**src/rtl/gray_seq_pkg.sv**
```systemverilog
// Shared constants for the Gray-code sequencer.
// The state encoding and default width live here so the RTL and its users agree on them.
package gray_seq_pkg;
  localparam int DEF_NUM_PIN = 3;

  typedef enum logic [1:0] {
    IDLE = 2'd0,
    RUN  = 2'd1,
    FIN  = 2'd2
  } state_t;
endpackage

```
**src/rtl/gray_seq_ctrl_bin2gray.sv**
```systemverilog
// Binary to reflected-Gray converter.
// Purely combinational; no handshake of its own.
module Bin2Gray #(
  parameter int NUM_PIN = 3
) (
  input  logic [NUM_PIN:0] bin,
  output logic [NUM_PIN:0] gray
);
  assign gray = bin ^ (bin >> 1);
endmodule

```
**src/rtl/gray_seq_ctrl.sv**
```systemverilog
// Gray-code sequencer: counts from a loadable start value to LIMIT, offering each value as registered Gray code.
// A new value appears the cycle after each handshake; DONE pulses for one cycle after the terminal handshake.
// GRAY_READY low freezes the offer; defining GRAY_SEQ_DOWN_EN adds a DIR input for counting down.
module gray_seq_ctrl
  import gray_seq_pkg::*;
#(
  parameter int NUM_PIN = DEF_NUM_PIN
) (
  input  logic             CLK,
  input  logic             RST_N,
`ifdef GRAY_SEQ_DOWN_EN
  input  logic             DIR,
`endif
  input  logic             START,
  input  logic             STOP,
  input  logic             LOAD,
  input  logic [NUM_PIN:0] LOAD_BIN,
  input  logic [NUM_PIN:0] LIMIT,
  input  logic             GRAY_READY,
  output logic [NUM_PIN:0] GRAY_OUT,
  output logic             GRAY_VALID,
  output logic [NUM_PIN:0] BIN_OUT,
  output logic             BUSY,
  output logic             DONE
);
  localparam logic [NUM_PIN:0] ONE = {{NUM_PIN{1'b0}}, 1'b1};

  state_t           state, state_nxt;
  logic [NUM_PIN:0] count, count_nxt;
  logic [NUM_PIN:0] gray_q, gray_nxt;
  logic             hs;
  logic             at_limit;

  assign hs       = (state == RUN) && GRAY_READY;
  assign at_limit = (count == LIMIT);

  always_ff @(posedge CLK or negedge RST_N) begin
    if (!RST_N) state <= IDLE;
    else        state <= state_nxt;
  end

  // The terminal handshake wins over a coincident STOP so the run still reports DONE.
  always_comb begin
    state_nxt = state;
    case (state)
      IDLE: if (START) state_nxt = RUN;
      RUN: begin
        if (hs && at_limit) state_nxt = FIN;
        else if (STOP)      state_nxt = IDLE;
      end
      FIN:     state_nxt = IDLE;
      default: state_nxt = IDLE;
    endcase
  end

  always_comb begin
    GRAY_VALID = (state == RUN);
    BUSY       = (state == RUN);
    DONE       = (state == FIN);
  end

  always_comb begin
    count_nxt = count;
    if (state == IDLE && LOAD) begin
      count_nxt = LOAD_BIN;
    end else if (hs && !at_limit) begin
`ifdef GRAY_SEQ_DOWN_EN
      count_nxt = DIR ? (count - ONE) : (count + ONE);
`else
      count_nxt = count + ONE;
`endif
    end
  end

  // Gray is computed from the next count so GRAY_OUT is registered yet always matches BIN_OUT.
  Bin2Gray #(.NUM_PIN(NUM_PIN)) u_bin2gray (
    .bin  (count_nxt),
    .gray (gray_nxt)
  );

  always_ff @(posedge CLK or negedge RST_N) begin
    if (!RST_N) begin
      count  <= '0;
      gray_q <= '0;
    end else begin
      count  <= count_nxt;
      gray_q <= gray_nxt;
    end
  end

  assign BIN_OUT  = count;
  assign GRAY_OUT = gray_q;
endmodule
```
**config.mk**
```make
export PLATFORM = sky130hd
export DESIGN_NAME = gray_seq_ctrl
export DESIGN_NICKNAME = d
export VERILOG_FILES = /design/src/rtl/gray_seq_pkg.sv /design/src/rtl/gray_seq_ctrl_bin2gray.sv /design/src/rtl/gray_seq_ctrl.sv
export SDC_FILE = /design/constraint.sdc
export NUM_CORES = 1
export LEC_CHECK = 0
export CORE_UTILIZATION = 40
export DETAILED_ROUTE_END_ITERATION = 6
export GPL_ROUTABILITY_DRIVEN = 0
export PLACE_DENSITY = 0.75
export RECOVER_POWER = 50
export SYNTH_ARGS = -nofsm -noshare
export SYNTH_HDL_FRONTEND = slang
export SYNTH_SLANG_ARGS = --single-unit
```
**constraint.sdc**
```tcl
create_clock -name CLK -period 2.1 [get_ports CLK]
set_input_delay 0.525 -clock CLK [delete_from_list [all_inputs] [get_ports CLK]]
set_output_delay 0.525 -clock CLK [all_outputs]
set_load 0.02 [all_outputs]
```
# --- Word-level counts from Yosys, hierarchy flattened ---
# Index checks and enable logic that the tools add are counted.
word_totals:
  register_bits: 10
  input_bits: 14
  word_cells: 23
op_classes:
  n_eq_ne: 5
  muxes: 6
  reduce_logical: 7
  bitwise: 1
  add_sub_neg: 1
ops:
  columns: ["cell", "n"]
  rows:
  - ["$mux 4", 2]
  - ["$mux 2", 3]
  - ["$add 4x1->4 const B", 1]
  - ["$eq 4x4->1", 1]
  - ["$logic_and 1x1->1", 4]
  - ["$pmux 2 s2", 1]
  - ["$xor 4x3->4", 1]
  - ["$ne 3x2->1 const B", 1]
  - ["$eq 2x1->1 const B", 1]
  - ["$eq 2x2->1 const B", 1]
  - ["$logic_not 2->1", 1]
  - ["$ne 2x2->1 const B", 1]
  - ["$reduce_and 2->1", 1]
  - ["$logic_not 1->1", 1]

# --- Longest topological paths before layout ---
depth:
  depth_word: 6
  depth_mapped: 6
  mapped_depth_nobuf: 6

# --- Cells and area by module ---
# Synthesis repeated with hierarchy kept, for this count alone.
unflattened:
  hier_cells: 46
  hier_area_um2: 501.7
by_module_without_submodules:
  columns: ["module", "area_each_um2", "seq_area_each_um2", "instances", "cells_each"]
  rows:
  - ["gray_seq_ctrl", 467.9, 250.2, 1, 42]
  - ["Bin2Gray", 33.8, 0.0, 1, 4]

# --- Worst setup path before layout ---
# No wires, ideal clock.
synth_timing:
  kind: "register to register"
  start: "reg count[0], in the netlist BIN_OUT[0]"
  end: "reg gray_q[2], in the netlist GRAY_OUT[2]"
  setup_time_ps: 125
  arrival_time_ps: 1784
  required_ps: 1975
  stages_incl_launch_ff: 6
  synth_period_minus_slack_ps: 1909
  slack_ps: 191
  n_path_buf: 0
  cell_sequence: "dfrtp_1 -> xnor2_1 -> a41oi_2 -> and4_4 -> xnor3_1 -> mux2_4"
synth_between:
  elab_chain_cells: 6
  word_cells_on_any_way: 7
  cone_classes: "add/sub (1); eq/ne (1); mux (2); bitwise (1); reduce/logical (2)"
synth_rtl:
  columns: ["item", "line_no", "source"]
  rows:
  - ["start: declaration", "gray_seq_ctrl.sv:29", "logic [NUM_PIN:0] count, count_nxt;"]
  - ["start signal: assignment", "gray_seq_ctrl.sv:86", "count <= count_nxt;"]
  - ["branches (longest 3 deep; another with $add 4x1->4)", null, null]
  - ["$mux 4 (*)", "gray_seq_ctrl.sv:66", "end else if (hs && !at_limit) begin"]
  - ["$mux 4 (*)", "gray_seq_ctrl.sv:64", "if (state == IDLE && LOAD) begin"]
  - ["$xor 4x3->4 (*)", "gray_seq_ctrl_bin2gray.sv:9", "assign gray = bin ^ (bin >> 1);"]
  - ["via gray_nxt[2]", "gray_seq_ctrl.sv:30", "logic [NUM_PIN:0] gray_q, gray_nxt;"]
  - ["end signal: assignment", "gray_seq_ctrl.sv:87", "gray_q <= gray_nxt;"]
  - ["end: declaration", "gray_seq_ctrl.sv:30", null]
# Mark *: on every way through the listed nets, which the timed path passes.
# A chain may end at the register's enable or synchronous reset.

# --- Final worst setup path ---
layout_timing:
  start: "in LIMIT[3]"
  end: "reg gray_q[2], in the netlist GRAY_OUT[2]"
layout_between:
  elab_chain_cells: 6
layout_rtl:
  columns: ["item", "line_no", "source"]
  rows:
  - ["start: declaration", "gray_seq_ctrl.sv:18", "input logic [NUM_PIN:0] LIMIT,"]
  - ["$eq 4x4->1", "gray_seq_ctrl.sv:35", "assign at_limit = (count == LIMIT);"]
  - ["$logic_not 1->1", "gray_seq_ctrl.sv:66", null]
  - ["$logic_and 1x1->1", "gray_seq_ctrl.sv:66", null]
  - ["$mux 4", "gray_seq_ctrl.sv:66", null]
  - ["$mux 4", "gray_seq_ctrl.sv:64", null]
  - ["$xor 4x3->4", "gray_seq_ctrl_bin2gray.sv:9", null]
  - ["via gray_nxt[2]", "gray_seq_ctrl.sv:30", null]
# The timed path passes the listed nets, and every way through them passes these cells.

==> results list <==
- The number of global-route vias before repair is 496.
* Io pins: 25
- Summed over all layers, the routed wires come to 1387 µm.
- Type of the worst min-delay path: flip-flop to flip-flop
- In this run the cell area measured after placement is 884.6 µm².
- Synthesis handed over a netlist of 57 instances.
- Average instance area after synthesis: 10.27 µm²
- Overall via count from detail_route: 537
- During placement, the flow inserted port buffers numbering 24.
- In the layout the commonest cells are sky130_fd_sc_hd__clkdlybuf4s50_1, sky130_fd_sc_hd__dfrtp_1, sky130_fd_sc_hd__buf_4.
- Maximum buffer depth of the clock tree: 2
- Skew final: 0.001239 ns
* Top fanout value on the critical path: 3
* Global-route wire length before repair: 2049 µm
* H-Tree Depth: 1
* Area contributors post-synth: sky130_fd_sc_hd__dfrtp_1, sky130_fd_sc_hd__xnor2_1, sky130_fd_sc_hd__a21oi_1
* Area fraction of the dominant cell type after synthesis: 38.46%
- At the placement stage, the worst setup path has a slack of -0.2393 ns.
* Crit path DAT: 2.23 ns
- Post-synth cell types: 26
- Setup repair after global routing missed its margin: no
- After layout, the worst path uses 98.34% of the clock period.
- The hold violation count in the final report was 0.
* Flop and latch count out of synthesis: 9
* Initial antenna violation count: 0
- Setup violations remaining at the end of the flow were counted as 0.
- The number of gates resized after CTS was 0.
* Hold-fix buffers, CTS: 0
* Tightest Pin Transition: 0.4407 ns
* Type of origin of the critical path: input port
- Max-cap violations in this run came to 0.
- Share of post-route cells with drive strength above 1: 20.00%
- Mean number of vias per cell: 5.114
* Critical path capture point type: flip-flop
- Clock-pin slew was measured on the worst setup and hold paths at 0.07 ns.
- Antenna cells: 0
- After floorplanning, the core was sized to cover 1334 µm².
- Number of nets at the end of the flow: 106
- Worst Setup Slack, final: 0.03485 ns
- In the routed design, unresolved DRC markers number 0.
* Site row count: 13
- Count of buffers added by post-CTS timing repair for setup: 0
- Synthesized netlist net count: 72
- Post-synthesis cell type with the largest combined area: sky130_fd_sc_hd__dfrtp_1
* Global router's overall resource usage: 20.05%
- Outcome: complete, no violations
- From synthesis to final layout, the design area changed by 56.62%.
- Leakage: 0.0004064 µW
- Power per standard cell area: 1297 nW/µm²
* Number of sinks handled by clock tree synthesis: 9
- Measured along the y axis, the die boundary spans 40.26 µm.
- Leading cell type in the layout, fill and taps excluded: sky130_fd_sc_hd__clkdlybuf4s50_1
- YS warnings: 0
* Cell area after layout: 917.1 µm²
- The final number of max-transition violations is 0.
- At the worst endpoint, the required time is 2.26 ns.
- Antenna Violating Nets Remaining: 0
- Headroom to the max-slew limit came out at 70.52%.
* Hpwl dp: 1037 µm
- Slack of the worst reg-to-reg path: 0.24 ns
- IR analysis of the VDD net gives a maximum drop of 0.7798 mV.
- The cell area that synthesis handed to floorplanning was 585.6 µm².
- DR WL/cell: 13.21 µm
* Maximum number of pins on one net before global-route repair: 10
- TritonCTS built the clock tree.
- Worst skew pair latency: 0.27 ns
- The initial utilization of the core area, before any placement, comes to 43.90%.
- The critical path is of the input port to flip-flop type.
- First-iteration detailed-routing DRC count: 7
- The die is 40.26 µm wide.
* Clock tree root buffer cell: sky130_fd_sc_hd__clkbuf_4
* TritonRoute pass-1 iters: 4
- For this run, the top clock speed supported by timing is 484.2 MHz.
- The smallest clock period supported by the final layout is computed as 2.065 ns.
- In this run, CTS created clock tree buffers numbering 3.
- Die area: 1621 µm²
- Global routing finished with a remaining overflow of 0.
* Share of synthesized area occupied by flip-flops and latches: 38.46%
-- registers in the layout, indices dropped and copies added, names as in the netlist --
name and flops:
BIN_OUT 4, GRAY_OUT 3, state 2
-- synthesized netlist by cell type, drive strengths merged --
cell type,n
nand2b,2
xor2,2
ha,1
o21ai,3
a221o,1
nor3b,1
mux2,1
a21oi,5
a22oi,1
nor2b,2
nand3b,2
nand4,1
a41oi,2
and4,1
nand4b,1
buf,3
inv,2
nor2,3
xnor2,8
and2b,1
xnor3,1
nand2,3
dfrtp,9
o211ai,1
-- report_power, final --
part | leakage [µW] | switching [µW] | internal [µW]
logic | 0.000280 | 325 | 376
clock network | 0.0000177 | 73.7 | 70.6
registers | 0.000109 | 93.9 | 251
-- stage by stage --
| stage | instances | power, µW | hold slack [ns] | TNS [ns] | util [%] |
|---|---|---|---|---|---|
| global placement | 101 | 1042 | 0.5597 | -0.6306 | 66.32 |
| global route | 105 | 1270 | 0.6173 | 0 | 68.76 |
| CTS | 105 | 1203 | 0.5703 | 0 | 68.39 |
| floorplan | 57 | 770.5 | 0.2294 | 0 | - |
| finish | 105 | 1190 | 0.5751 | 0 | 68.76 |
| detailed placement | 101 | 1053 | 0.5690 | -0.6914 | 66.32 |
-- kinds of logic (layout without fill, tap and decap cells) --
group	count (synthesis)	after routing	synth area share, %
XOR/XNOR	11	11	18.80
flip-flops	9	9	38.46
buffers and inverters	5	38	4.700
AO/OA/AOI/OAI	13	13	15.60
multiplexers	1	1	2.563
AND/OR/NAND/NOR	17	17	17.74
adder cells (fa/ha/maj)	1	1	2.136
-- per-layer routing --
metal  vias to the layer above  wire length (µm)  track usage (%)
met5                         -                 0                0
met3                         4                71            6.667
met1                       250               596            23.71
met4                         0                28            10.00
met2                        16               690            32.26
li1                        267                 -                -
-- final timing paths --
path	start	endpoint	depth (start not counted)
worst max-delay path	LIMIT[3]	GRAY_OUT[2]$_DFF_PN0_	6
worst min-delay path	state[1]$_DFFE_PN0P_	state[0]$_DFFE_PN0P_	1
worst max register to register	BIN_OUT[1]$_DFF_PN0_	GRAY_OUT[2]$_DFF_PN0_	6
worst min register to register	state[1]$_DFFE_PN0P_	state[0]$_DFFE_PN0P_	1
max in group asynchronous	RST_N	BIN_OUT[0]$_DFF_PN0_	1
min in group asynchronous	RST_N	BIN_OUT[3]$_DFF_PN0_	1
-- worst max-delay path: stages --
cell and delay [ns]:
sky130_fd_sc_hd__clkdlybuf4s50_1 0.42, sky130_fd_sc_hd__xnor2_1 0.29, sky130_fd_sc_hd__a41oi_2 0.17, sky130_fd_sc_hd__and4_4 0.23, sky130_fd_sc_hd__xnor3_1 0.33, sky130_fd_sc_hd__mux2_4 0.26
-- layout make-up --
type | count | area [µm²]
Clock buffer | 3 | 22.52
Multi-Input combinational cell | 43 | 347.8
Fill cell | 111 | 416.7
Timing Repair Buffer | 32 | 290.3
Tap cell | 15 | 18.77
Inverter | 2 | 7.507
Sequential cell | 9 | 225.2
Clock inverter | 1 | 5.005
(Power assumes the default switching activity.)
